### config.mk
export PLATFORM = sky130hd
export DESIGN_NAME = sram_march_bist_flat
export DESIGN_NICKNAME = d
export VERILOG_FILES = /design/src/rtl/sram_march_bist_if.sv /design/src/rtl/sram_march_bist.sv /design/src/flat_wrapper.sv
export SDC_FILE = /design/constraint.sdc
export NUM_CORES = 1
export LEC_CHECK = 0
export BUFFER_PORTS_ARGS = -buffer_cell sky130_fd_sc_hd__buf_2
export CORE_MARGIN = 2
export CORE_UTILIZATION = 25
export CTS_BUF_LIST = sky130_fd_sc_hd__clkbuf_4
export DETAILED_ROUTE_END_ITERATION = 8
export PLACE_DENSITY = 0.4
export SLEW_MARGIN = 5
export SYNTH_ARGS = -nofsm -noshare
export SYNTH_HDL_FRONTEND = slang
export SYNTH_SLANG_ARGS = --single-unit
### constraint.sdc
create_clock -name clk0 -period 3.4 [get_ports clk0]
set_clock_uncertainty 0.05 [all_clocks]
set_input_delay 0.68 -clock clk0 [delete_from_list [all_inputs] [get_ports clk0]]
set_output_delay 0.68 -clock clk0 [all_outputs]
set_load 0.01 [all_outputs]
### src/rtl/sram_march_bist_if.sv
// Control/status and SRAM-pin bundle of the March C- BIST controller.
// master = the BIST controller, slave = the environment (host plus SRAM macro).
interface sram_march_bist_if #(
    parameter int DATA_WIDTH = 2,
    parameter int ADDR_WIDTH = 4,
    parameter int ERR_W      = 8
);
    logic                  start;
    logic                  busy;
    logic                  done;
    logic                  pass;
    logic [ERR_W-1:0]      err_count;
    logic [ADDR_WIDTH-1:0] fail_addr;
    logic [DATA_WIDTH-1:0] fail_exp;
    logic [DATA_WIDTH-1:0] fail_got;
    logic                  csb0;
    logic                  web0;
    logic [ADDR_WIDTH-1:0] addr0;
    logic [DATA_WIDTH-1:0] din0;
    logic [DATA_WIDTH-1:0] dout0;

    modport master (
        input  start, dout0,
        output busy, done, pass, err_count, fail_addr, fail_exp, fail_got,
               csb0, web0, addr0, din0
    );

    modport slave (
        output start, dout0,
        input  busy, done, pass, err_count, fail_addr, fail_exp, fail_got,
               csb0, web0, addr0, din0
    );
endinterface

### src/rtl/sram_march_bist.sv
// March C- BIST for a single-port SRAM: one op per clock, dout0 checked READ_LATENCY cycles after each read.
// Status is sticky until the next start; start is ignored while busy; all outputs registered.
module sram_march_bist #(
    parameter int DATA_WIDTH   = 2,
    parameter int ADDR_WIDTH   = 4,
    parameter int READ_LATENCY = 1,
    parameter int ERR_W        = 8
) (
    input  logic              clk0,
    input  logic              rst0,
    sram_march_bist_if.master bus
);
    typedef enum logic [1:0] {IDLE, RUN, DRAIN, DONE} state_t;

    localparam int                    DRAIN_W   = (READ_LATENCY > 1) ? $clog2(READ_LATENCY) : 1;
    localparam logic [ADDR_WIDTH-1:0] ADDR_MAX  = '1;
    localparam logic [DATA_WIDTH-1:0] ONES      = '1;
    localparam logic [2:0]            LAST_ELEM = 3'd5;

    state_t                state_q, state_d;
    logic [2:0]            elem_q, elem_d;
    logic                  phase_q, phase_d;
    logic [DRAIN_W-1:0]    drain_q, drain_d;
    logic                  csb0_q, csb0_d;
    logic                  web0_q, web0_d;
    logic [ADDR_WIDTH-1:0] addr0_q, addr0_d;
    logic [DATA_WIDTH-1:0] din0_q, din0_d;
    logic                  busy_q, busy_d;
    logic                  done_q, done_d;
    logic                  pass_q, pass_d;
    logic [ERR_W-1:0]      err_q, err_d;
    logic [ADDR_WIDTH-1:0] fail_addr_q, fail_addr_d;
    logic [DATA_WIDTH-1:0] fail_exp_q, fail_exp_d;
    logic [DATA_WIDTH-1:0] fail_got_q, fail_got_d;

    logic                  pipe_vld_q  [READ_LATENCY];
    logic                  pipe_vld_d  [READ_LATENCY];
    logic [ADDR_WIDTH-1:0] pipe_addr_q [READ_LATENCY];
    logic [ADDR_WIDTH-1:0] pipe_addr_d [READ_LATENCY];
    logic [DATA_WIDTH-1:0] pipe_exp_q  [READ_LATENCY];
    logic [DATA_WIDTH-1:0] pipe_exp_d  [READ_LATENCY];

    logic                  down, at_end, last_op;
    logic [2:0]            nxt_elem;
    logic                  nxt_phase;
    logic [ADDR_WIDTH-1:0] nxt_addr;

    // M0 is a lone write, M5 a lone read; M1..M4 are read-then-write pairs.
    function automatic logic op_is_write(input logic [2:0] e, input logic ph);
        return (e == 3'd0) || ((e != LAST_ELEM) && ph);
    endfunction

    // Odd elements write ones and read zeros; even elements the reverse.
    function automatic logic [DATA_WIDTH-1:0] wr_data(input logic [2:0] e);
        return e[0] ? ONES : '0;
    endfunction

    always_comb begin
        state_d     = state_q;
        elem_d      = elem_q;
        phase_d     = phase_q;
        drain_d     = drain_q;
        csb0_d      = csb0_q;
        web0_d      = web0_q;
        addr0_d     = addr0_q;
        din0_d      = din0_q;
        busy_d      = busy_q;
        done_d      = done_q;
        pass_d      = pass_q;
        err_d       = err_q;
        fail_addr_d = fail_addr_q;
        fail_exp_d  = fail_exp_q;
        fail_got_d  = fail_got_q;
        pipe_vld_d  = pipe_vld_q;
        pipe_addr_d = pipe_addr_q;
        pipe_exp_d  = pipe_exp_q;
        down        = (elem_q >= 3'd3);
        at_end      = down ? (addr0_q == '0) : (addr0_q == ADDR_MAX);
        last_op     = 1'b0;
        nxt_elem    = elem_q;
        nxt_phase   = 1'b0;
        nxt_addr    = addr0_q;

        // Read on the pins this cycle enters the compare pipe at the closing edge.
        for (int i = READ_LATENCY - 1; i > 0; i--) begin
            pipe_vld_d[i]  = pipe_vld_q[i-1];
            pipe_addr_d[i] = pipe_addr_q[i-1];
            pipe_exp_d[i]  = pipe_exp_q[i-1];
        end
        pipe_vld_d[0]  = (state_q == RUN) && !csb0_q && web0_q;
        pipe_addr_d[0] = addr0_q;
        pipe_exp_d[0]  = elem_q[0] ? '0 : ONES;

        if (pipe_vld_q[READ_LATENCY-1] && (bus.dout0 != pipe_exp_q[READ_LATENCY-1])) begin
            if (err_q != '1) err_d = err_q + ERR_W'(1);
            if (err_q == '0) begin
                fail_addr_d = pipe_addr_q[READ_LATENCY-1];
                fail_exp_d  = pipe_exp_q[READ_LATENCY-1];
                fail_got_d  = bus.dout0;
            end
        end

        case (state_q)
            IDLE, DONE: begin
                if (bus.start) begin
                    state_d     = RUN;
                    busy_d      = 1'b1;
                    done_d      = 1'b0;
                    pass_d      = 1'b0;
                    err_d       = '0;
                    fail_addr_d = '0;
                    fail_exp_d  = '0;
                    fail_got_d  = '0;
                    elem_d      = 3'd0;
                    phase_d     = 1'b0;
                    csb0_d      = 1'b0;
                    web0_d      = 1'b0;
                    addr0_d     = '0;
                    din0_d      = '0;
                end
            end
            RUN: begin
                if ((elem_q != 3'd0) && (elem_q != LAST_ELEM) && !phase_q) begin
                    nxt_phase = 1'b1;
                end else if (!at_end) begin
                    nxt_addr = down ? addr0_q - ADDR_WIDTH'(1) : addr0_q + ADDR_WIDTH'(1);
                end else if (elem_q == LAST_ELEM) begin
                    last_op = 1'b1;
                end else begin
                    // Entering M3 flips the sweep to descending with no extra cycle.
                    nxt_elem = elem_q + 3'd1;
                    nxt_addr = (elem_q >= 3'd2) ? ADDR_MAX : '0;
                end

                if (last_op) begin
                    state_d = DRAIN;
                    drain_d = '0;
                    csb0_d  = 1'b1;
                    web0_d  = 1'b1;
                    addr0_d = '0;
                    din0_d  = '0;
                end else begin
                    elem_d  = nxt_elem;
                    phase_d = nxt_phase;
                    addr0_d = nxt_addr;
                    csb0_d  = 1'b0;
                    web0_d  = !op_is_write(nxt_elem, nxt_phase);
                    din0_d  = op_is_write(nxt_elem, nxt_phase) ? wr_data(nxt_elem) : '0;
                end
            end
            DRAIN: begin
                if (drain_q == DRAIN_W'(READ_LATENCY - 1)) begin
                    state_d = DONE;
                    busy_d  = 1'b0;
                    done_d  = 1'b1;
                    pass_d  = (err_d == '0);
                end else begin
                    drain_d = drain_q + DRAIN_W'(1);
                end
            end
            default: state_d = IDLE;
        endcase
    end

    always_ff @(posedge clk0) begin
        if (rst0) begin
            state_q     <= IDLE;
            elem_q      <= 3'd0;
            phase_q     <= 1'b0;
            drain_q     <= '0;
            csb0_q      <= 1'b1;
            web0_q      <= 1'b1;
            addr0_q     <= '0;
            din0_q      <= '0;
            busy_q      <= 1'b0;
            done_q      <= 1'b0;
            pass_q      <= 1'b0;
            err_q       <= '0;
            fail_addr_q <= '0;
            fail_exp_q  <= '0;
            fail_got_q  <= '0;
            for (int i = 0; i < READ_LATENCY; i++) begin
                pipe_vld_q[i]  <= 1'b0;
                pipe_addr_q[i] <= '0;
                pipe_exp_q[i]  <= '0;
            end
        end else begin
            state_q     <= state_d;
            elem_q      <= elem_d;
            phase_q     <= phase_d;
            drain_q     <= drain_d;
            csb0_q      <= csb0_d;
            web0_q      <= web0_d;
            addr0_q     <= addr0_d;
            din0_q      <= din0_d;
            busy_q      <= busy_d;
            done_q      <= done_d;
            pass_q      <= pass_d;
            err_q       <= err_d;
            fail_addr_q <= fail_addr_d;
            fail_exp_q  <= fail_exp_d;
            fail_got_q  <= fail_got_d;
            for (int i = 0; i < READ_LATENCY; i++) begin
                pipe_vld_q[i]  <= pipe_vld_d[i];
                pipe_addr_q[i] <= pipe_addr_d[i];
                pipe_exp_q[i]  <= pipe_exp_d[i];
            end
        end
    end

    assign bus.busy      = busy_q;
    assign bus.done      = done_q;
    assign bus.pass      = pass_q;
    assign bus.err_count = err_q;
    assign bus.fail_addr = fail_addr_q;
    assign bus.fail_exp  = fail_exp_q;
    assign bus.fail_got  = fail_got_q;
    assign bus.csb0      = csb0_q;
    assign bus.web0      = web0_q;
    assign bus.addr0     = addr0_q;
    assign bus.din0      = din0_q;
endmodule

### src/flat_wrapper.sv
// flat-port wrapper written by rule: the top's interface ports become plain ports
module sram_march_bist_flat 
#(
    parameter int DATA_WIDTH   = 2,
    parameter int ADDR_WIDTH   = 4,
    parameter int READ_LATENCY = 1,
    parameter int ERR_W        = 8
)
  (clk0, rst0, bus_start, bus_dout0, bus_busy, bus_done, bus_pass, bus_err_count, bus_fail_addr, bus_fail_exp, bus_fail_got, bus_csb0, bus_web0, bus_addr0, bus_din0);
  sram_march_bist_if #(.DATA_WIDTH(DATA_WIDTH), .ADDR_WIDTH(ADDR_WIDTH), .ERR_W(ERR_W)) bus_i ();
  input  logic clk0;
  input  logic rst0;
  input wire logic [$bits(bus_i.start)-1:0] bus_start;
  input wire logic [$bits(bus_i.dout0)-1:0] bus_dout0;
  output wire logic [$bits(bus_i.busy)-1:0] bus_busy;
  output wire logic [$bits(bus_i.done)-1:0] bus_done;
  output wire logic [$bits(bus_i.pass)-1:0] bus_pass;
  output wire logic [$bits(bus_i.err_count)-1:0] bus_err_count;
  output wire logic [$bits(bus_i.fail_addr)-1:0] bus_fail_addr;
  output wire logic [$bits(bus_i.fail_exp)-1:0] bus_fail_exp;
  output wire logic [$bits(bus_i.fail_got)-1:0] bus_fail_got;
  output wire logic [$bits(bus_i.csb0)-1:0] bus_csb0;
  output wire logic [$bits(bus_i.web0)-1:0] bus_web0;
  output wire logic [$bits(bus_i.addr0)-1:0] bus_addr0;
  output wire logic [$bits(bus_i.din0)-1:0] bus_din0;
  assign bus_i.start = bus_start;
  assign bus_i.dout0 = bus_dout0;
  assign bus_busy = bus_i.busy;
  assign bus_done = bus_i.done;
  assign bus_pass = bus_i.pass;
  assign bus_err_count = bus_i.err_count;
  assign bus_fail_addr = bus_i.fail_addr;
  assign bus_fail_exp = bus_i.fail_exp;
  assign bus_fail_got = bus_i.fail_got;
  assign bus_csb0 = bus_i.csb0;
  assign bus_web0 = bus_i.web0;
  assign bus_addr0 = bus_i.addr0;
  assign bus_din0 = bus_i.din0;
  sram_march_bist #(.DATA_WIDTH(DATA_WIDTH), .ADDR_WIDTH(ADDR_WIDTH), .READ_LATENCY(READ_LATENCY), .ERR_W(ERR_W)) u_core (.clk0(clk0), .rst0(rst0), .bus(bus_i));
endmodule
==> results of run 1 <==
==> through the flow <==
step	power, mW	hold slack [ns]	std cells	worst slack (ns)	instance area [um^2]
finish	1.25	0.431	372	0.750	2380
detailed placement	0.948	0.407	364	0.754	2300
floorplan	0.834	0.390	237	0.923	2040
global placement	0.957	0.398	364	0.808	2300
CTS	1.28	0.439	372	0.738	2380
global route	1.35	0.459	372	0.588	2380
==> logic make-up after synthesis <==
family / Yosys count / synth area share, %
and+or+nand+nor: 97 / 23.3
adders and majority gates: 12 / 7.72
DFF: 38 / 37.3
muxes: 15 / 7.60
buffers and inverters: 20 / 3.92
xor gates and xnor gates: 7 / 3.00
AOI/OAI and AO/OA: 48 / 17.2
==> path summary, 6_finish.rpt <==
| kind | cells past startpoint | slack [ns] | to |
|---|---|---|---|
| setup / recovery | 10 | 0.75 | u_core.bus.addr0[3]$_SDFFE_PP0P_ |
| hold / removal | 2 | 0.43 | u_core.bus.din0[0]$_SDFFE_PP0P_ |
| setup reg to reg | 10 | 0.75 | u_core.bus.addr0[3]$_SDFFE_PP0P_ |
| hold reg to reg | 2 | 0.43 | u_core.bus.din0[0]$_SDFFE_PP0P_ |
==> power by group <==
group	internal (mW)	leakage [nW]	total, mW	switching (mW)
registers	0.491	0.308	0.529	0.0384
logic	0.150	0.612	0.406	0.256
clock network	0.152	0.0450	0.317	0.164
==> layer usage <==
metal | track usage [%] | up-vias | wire length [um]
met5 | 0 | - | 0
met4 | 3.62 | 0 | 37
met3 | 2.87 | 2 | 212
met2 | 18.6 | 33 | 2180
met1 | 15.6 | 839 | 2440
li1 | - | 901 | -
==> worst min-delay path, stage by stage (launching register included) <==
cell	delay (ns)
dfxtp_1	0.34
nand2_1	0.05
a21oi_1	0.05
==> sequential cells by signal, summed over array words and instances, names as in the netlist, 2 cells and up <==
signal and count:
u_core.bus.err_count 8, u_core.bus.fail_exp 2, u_core.bus.fail_got 2, u_core.bus.fail_addr 4, u_core.state_q 2, u_core.pipe_addr_q 4
u_core.bus.addr0 4, u_core.elem_q 3
==> cell type report <==
| class | count | area [um^2] |
|---|---|---|
| timing repair buffer | 32 | 163 |
| clock buffer | 5 | 37.5 |
| inverter | 13 | 48.8 |
| tap | 102 | 128 |
| sequential | 38 | 761 |
| clock inverter | 3 | 40.0 |
| fill | 872 | 5430 |
| multi-input combinational | 179 | 1200 |
==> layout by cell type (no fill, tap or decap), types with 3 or more instances in the layout <==
master / instances
nand3_1: 10
buf_2: 31
xnor2_1: 6
nor4_1: 5
inv_1: 13
ha_1: 11
dfxtp_1: 38
mux2i_1: 14
a21oi_1: 16
nand2_1: 15
nor2_1: 35
a22o_1: 4
nor2b_1: 8
clkbuf_4: 5
o21ai_0: 7
nand4_1: 3
nor3_1: 8
==> impl_metrics.env, run 1 <==
export IMPL_yosysTopAreaCell="dfxtp_1"
export IMPL_tritoncts="done"
export IMPL_synth_commonest_cells="38 x dfxtp_1, 35 x nor2_1, 16 x a21oi_1, 15 x nand2_1, 14 x mux2i_1"
export IMPL_hold_violations=0
export IMPL_synth_ff_latch_count=38
export IMPL_dr_pass1_iters=4
export IMPL_globalRouteOverflowTotal=0
export IMPL_power_density_mw_per_mm2=526
export IMPL_start_kind="register"
export IMPL_cp_max_fo=9
export IMPL_htree_levels=2
export IMPL_rows=32
export IMPL_grt_pass1_vias=1669
export IMPL_wl_per_cell_um=13.1
export IMPL_hold_path_class="reg2reg"
export IMPL_synth_area_leaders="dfxtp_1 37%, mux2i_1 6.9%, ha_1 6.7%"
export IMPL_drive_above_1_share_pct=18.1
export IMPL_grt_util_all_layers_pct=11.7
export IMPL_arrival_ns=2.86
export IMPL_grt_pass1_wl_um=8170
export IMPL_crit_start="u_core.elem_q[0]$_SDFFE_PP0P_"
export IMPL_synth_edf_count=0
export IMPL_slew_headroom_pct=52.3
export IMPL_fin_crit_ns=2.65
export IMPL_drt_iter0_drc=76
export IMPL_ir_worst_vdd_mv=0.207
export IMPL_drv_cap=0
export IMPL_dominantRegCellSynth="dfxtp_1"
export IMPL_worstPathRequired_ns=3.61
export IMPL_rsz0062_at_grt="false"
export IMPL_clock_fmax_mhz=377
export IMPL_viasPerCell=4.77
export IMPL_post_route_drc_count=0
export IMPL_status="complete, no violations"
export IMPL_tightest_slew_ns=0.709
export IMPL_drv_slew=0
export IMPL_initial_core_util_pct=26.2
export IMPL_critPathKind="reg2reg"
export IMPL_nets=286
export IMPL_post_synth_top_count_cell="dfxtp_1"
export IMPL_vias=1775
export IMPL_crit_path_frequent_cell="ha_1"
export IMPL_clock_root_buffer="clkbuf_4"
export IMPL_wirelength_um=4870
export IMPL_p_leak_nw=0.965
export IMPL_tns_ns=0
export IMPL_synth_warnings=0
export IMPL_area_delta_synth_final_pct=16.5
export IMPL_slowest_delay_ns=0.43
export IMPL_port_buffers=31
export IMPL_r2r_start="u_core.elem_q[0]$_SDFFE_PP0P_"
export IMPL_critPathTopFamily="compound AO/OA/AOI/OAI gates"
export IMPL_antenna_found_initial=0
export IMPL_cts_buffers=5
export IMPL_clockBufferDepth=2
export IMPL_critical_path_buf_inv_count=1
export IMPL_finalSetupViolCount=0
export IMPL_io_pins=32
export IMPL_post_cts_buffers=0
export IMPL_async_flop_share_pct=0
export IMPL_diodes=0
export IMPL_routabilityCongestion=0.794
export IMPL_crit_chain="ha_1 -> ha_1 -> a211oi_4 -> inv_1 -> ha_1 -> a21o_2 -> a21oi_1 -> xnor2_1 -> o21ai_0 -> a22o_1"
export IMPL_fin_crit_sh_pct=77.9
export IMPL_netlist_area_leader_share_pct=37.3
export IMPL_cts_repair_resized=0
export IMPL_grt_max_degree=23
export IMPL_postRouteAntennaNets=0
export IMPL_critPathCaptureType="register"
export IMPL_synthCells=237
export IMPL_fp_dieH_um=94.4
export IMPL_clk_pin_slew_ns=0.13
export IMPL_cp_slowest_cell="dfxtp_1"
export IMPL_synth_area_mm2=0.00204
export IMPL_utilization_pct=30.5
export IMPL_clock_latency_ns=0.35
export IMPL_avgSynthCellArea_um2=8.62
export IMPL_die_x_um=94.4
export IMPL_synth_cell_types=48
export IMPL_hold_buffers=0
export IMPL_core_area_mm2=0.00781
export IMPL_dp_hpwl_um=3590
export IMPL_syn_num_nets=254
export IMPL_cts_sinks=38
export IMPL_die_area_mm2=0.00891
export IMPL_hold_start="u_core.bus.din0[0]$_SDFFE_PP0P_"
export IMPL_seq_area_frac_synth_pct=37.3
(Power assumes the default switching activity.)
==> run 2: changes to the inputs <==
Clock period 3.4 ns to 2.65 ns, I/O delays scaled along.
==> run 2 against run 1 <==
Maximum frequency increased by 12%. Critical path depth unchanged. Clock power increased by 61%. Non-clock buffer count increased by 5. Global-route usage decreased by 0.26 points. Design area increased by 2.8%. Sequential power increased by 28%. Register-to-register slack got worse by 0.48 ns. Routed wire length decreased by 0.16%. Sequential share of layout area decreased by 0.87 points. Via count increased by 0.56%. Largest power group unchanged.
==> impl_metrics.env, run 2 (synthesis gave the netlist of run 1 again) <==
export IMPL_status="complete, no violations"
export IMPL_post_route_drc_count=0
export IMPL_arrival_ns=2.57
export IMPL_grt_pass1_vias=1677
export IMPL_vias=1785
export IMPL_rows=32
export IMPL_cts_buffers=5
export IMPL_cp_max_fo=6
export IMPL_drt_iter0_drc=56
export IMPL_clk_pin_slew_ns=0.14
export IMPL_hold_buffers=0
export IMPL_area_delta_synth_final_pct=19.7
export IMPL_crit_chain="ha_1 -> ha_1 -> a211oi_4 -> inv_1 -> ha_1 -> a21o_2 -> a21oi_1 -> xnor2_1 -> o21ai_0 -> a22o_1"
export IMPL_io_pins=32
export IMPL_antenna_found_initial=0
export IMPL_multi_input_area_mm2=0.00120
export IMPL_utilization_pct=31.3
export IMPL_clock_latency_ns=0.35
export IMPL_slew_headroom_pct=61.0
export IMPL_fin_crit_ns=2.38
export IMPL_routabilityCongestion=0.824
export IMPL_nets=291
export IMPL_post_cts_buffers=0
export IMPL_wirelength_um=4860
export IMPL_largest_reg_flops=8
export IMPL_fin_crit_sh_pct=89.7
export IMPL_clock_root_buffer="clkbuf_4"
export IMPL_r2r_start="u_core.elem_q[1]$_SDFFE_PP0P_"
export IMPL_slowest_delay_ns=0.40
export IMPL_hold_violations=0
export IMPL_grt_pass1_wl_um=7990
export IMPL_power_density_mw_per_mm2=700
export IMPL_diodes=0
export IMPL_cp_slowest_cell="dfxtp_1"
export IMPL_layout_commonest_cell="dfxtp_1"
export IMPL_regArea_um2=761
export IMPL_start_kind="register"
export IMPL_wl_per_cell_um=12.9
export IMPL_ff2ff_setup_slack_ns=0.27
export IMPL_finalSetupViolCount=0
export IMPL_critPathCaptureType="register"
export IMPL_viasPerCell=4.73
export IMPL_drive_above_1_share_pct=19.6
export IMPL_rsz0062_at_grt="false"
export IMPL_dr_pass1_iters=4
export IMPL_dp_hpwl_um=3620
export IMPL_worstPathRequired_ns=2.85
export IMPL_crit_path_frequent_cell="ha_1"
export IMPL_critPathKind="reg2reg"
export IMPL_port_buffers=31
export IMPL_die_area_mm2=0.00891
export IMPL_hold_path_class="in2reg"
export IMPL_clock_fmax_mhz=421
export IMPL_htree_levels=2
export IMPL_rr_endpoint="u_core.bus.addr0[3]$_SDFFE_PP0P_"
export IMPL_ir_worst_vdd_mv=0.434
export IMPL_hold_start="bus_dout0[0]"
export IMPL_postRouteAntennaNets=0
export IMPL_fillers=827
export IMPL_whs_ns=0.386
export IMPL_ff2ff_path_depth=10
export IMPL_tns_ns=0
export IMPL_grt_util_all_layers_pct=11.4
export IMPL_globalRouteOverflowTotal=0
export IMPL_drv_slew=0
export IMPL_grt_max_degree=23
export IMPL_tightest_slew_ns=0.584
export IMPL_cts_repair_resized=0
export IMPL_p_leak_nw=1.00
export IMPL_cts_sinks=38
export IMPL_clockBufferDepth=2
export IMPL_drv_cap=0
export IMPL_worstHoldEndpoint="u_core.bus.fail_got[0]$_SDFF_PP0_"
export IMPL_hold_path_cell_count=3
export IMPL_fp_dieH_um=94.4
export IMPL_initial_core_util_pct=26.2
export IMPL_core_area_mm2=0.00781
export IMPL_layout_common_cells="38 x dfxtp_1, 35 x nor2_1, 31 x buf_2"
export IMPL_die_x_um=94.4
export IMPL_tritoncts="done"
run 2: cell types whose count changed in the layout (fill, tap and decap cells not counted), sizes merged:
cell    previous run  this run
buf               32        37
bufinv             1         2
clkinv             2         1
run 2: critical path, delay by kind of cell, from the launching register on:
kind / cells / cell delay, ns
compound gates: 5 / 0.91
flops: 1 / 0.40
fa+ha+maj: 3 / 0.69
buf+inv: 1 / 0.08
xor+xnor: 1 / 0.16
run 2: area by class of cell:
class	count	share of cell area [%]
clock buffers	5	1.54
clock inverters	3	2.81
inverters	13	2.00
multi-input cells	179	49.1
flip-flops and latches	38	31.1
well taps	102	5.22
repair buffers	37	8.19
run 2: through the flow:
stage / area, um^2 / setup WS, ns / instances / power (mW)
floorplan: 2040 / 0.173 / 237 / 1.07
global placement: 2340 / 0.314 / 369 / 1.23
CTS: 2440 / 0.262 / 377 / 1.74
finish: 2440 / 0.274 / 377 / 1.71
global route: 2440 / 0.158 / 377 / 1.83
detailed placement: 2340 / 0.276 / 369 / 1.22
run 2: worst max-delay path by stage:
stage	start	to	slack [ns]	cells after the start
after floorplan	u_core.elem_q[0]$_SDFFE_PP0P_	u_core.bus.addr0[3]$_SDFFE_PP0P_	0.17	10
after global placement	u_core.elem_q[1]$_SDFFE_PP0P_	u_core.bus.addr0[3]$_SDFFE_PP0P_	0.31	10
after detailed placement	u_core.elem_q[1]$_SDFFE_PP0P_	u_core.bus.addr0[3]$_SDFFE_PP0P_	0.28	10
after CTS	u_core.elem_q[1]$_SDFFE_PP0P_	u_core.bus.addr0[3]$_SDFFE_PP0P_	0.26	10
after global routing	u_core.elem_q[1]$_SDFFE_PP0P_	u_core.bus.addr0[3]$_SDFFE_PP0P_	0.16	10
final	u_core.elem_q[1]$_SDFFE_PP0P_	u_core.bus.addr0[3]$_SDFFE_PP0P_	0.27	10
run 2: where the power goes:
group / internal (mW) / switching [mW]
logic: 0.193 / 0.329
clock network: 0.295 / 0.216
registers: 0.630 / 0.0497
total: 1.12 / 0.595
run 2: per-layer routing:
metal	share of wire (%)	vias to the layer above	global-route usage [%]
met2	44	33	17.7
met1	50	836	15.3
met3	4.9	4	3.51
li1	-	912	-
met5	0	-	0
met4	0.99	0	3.50
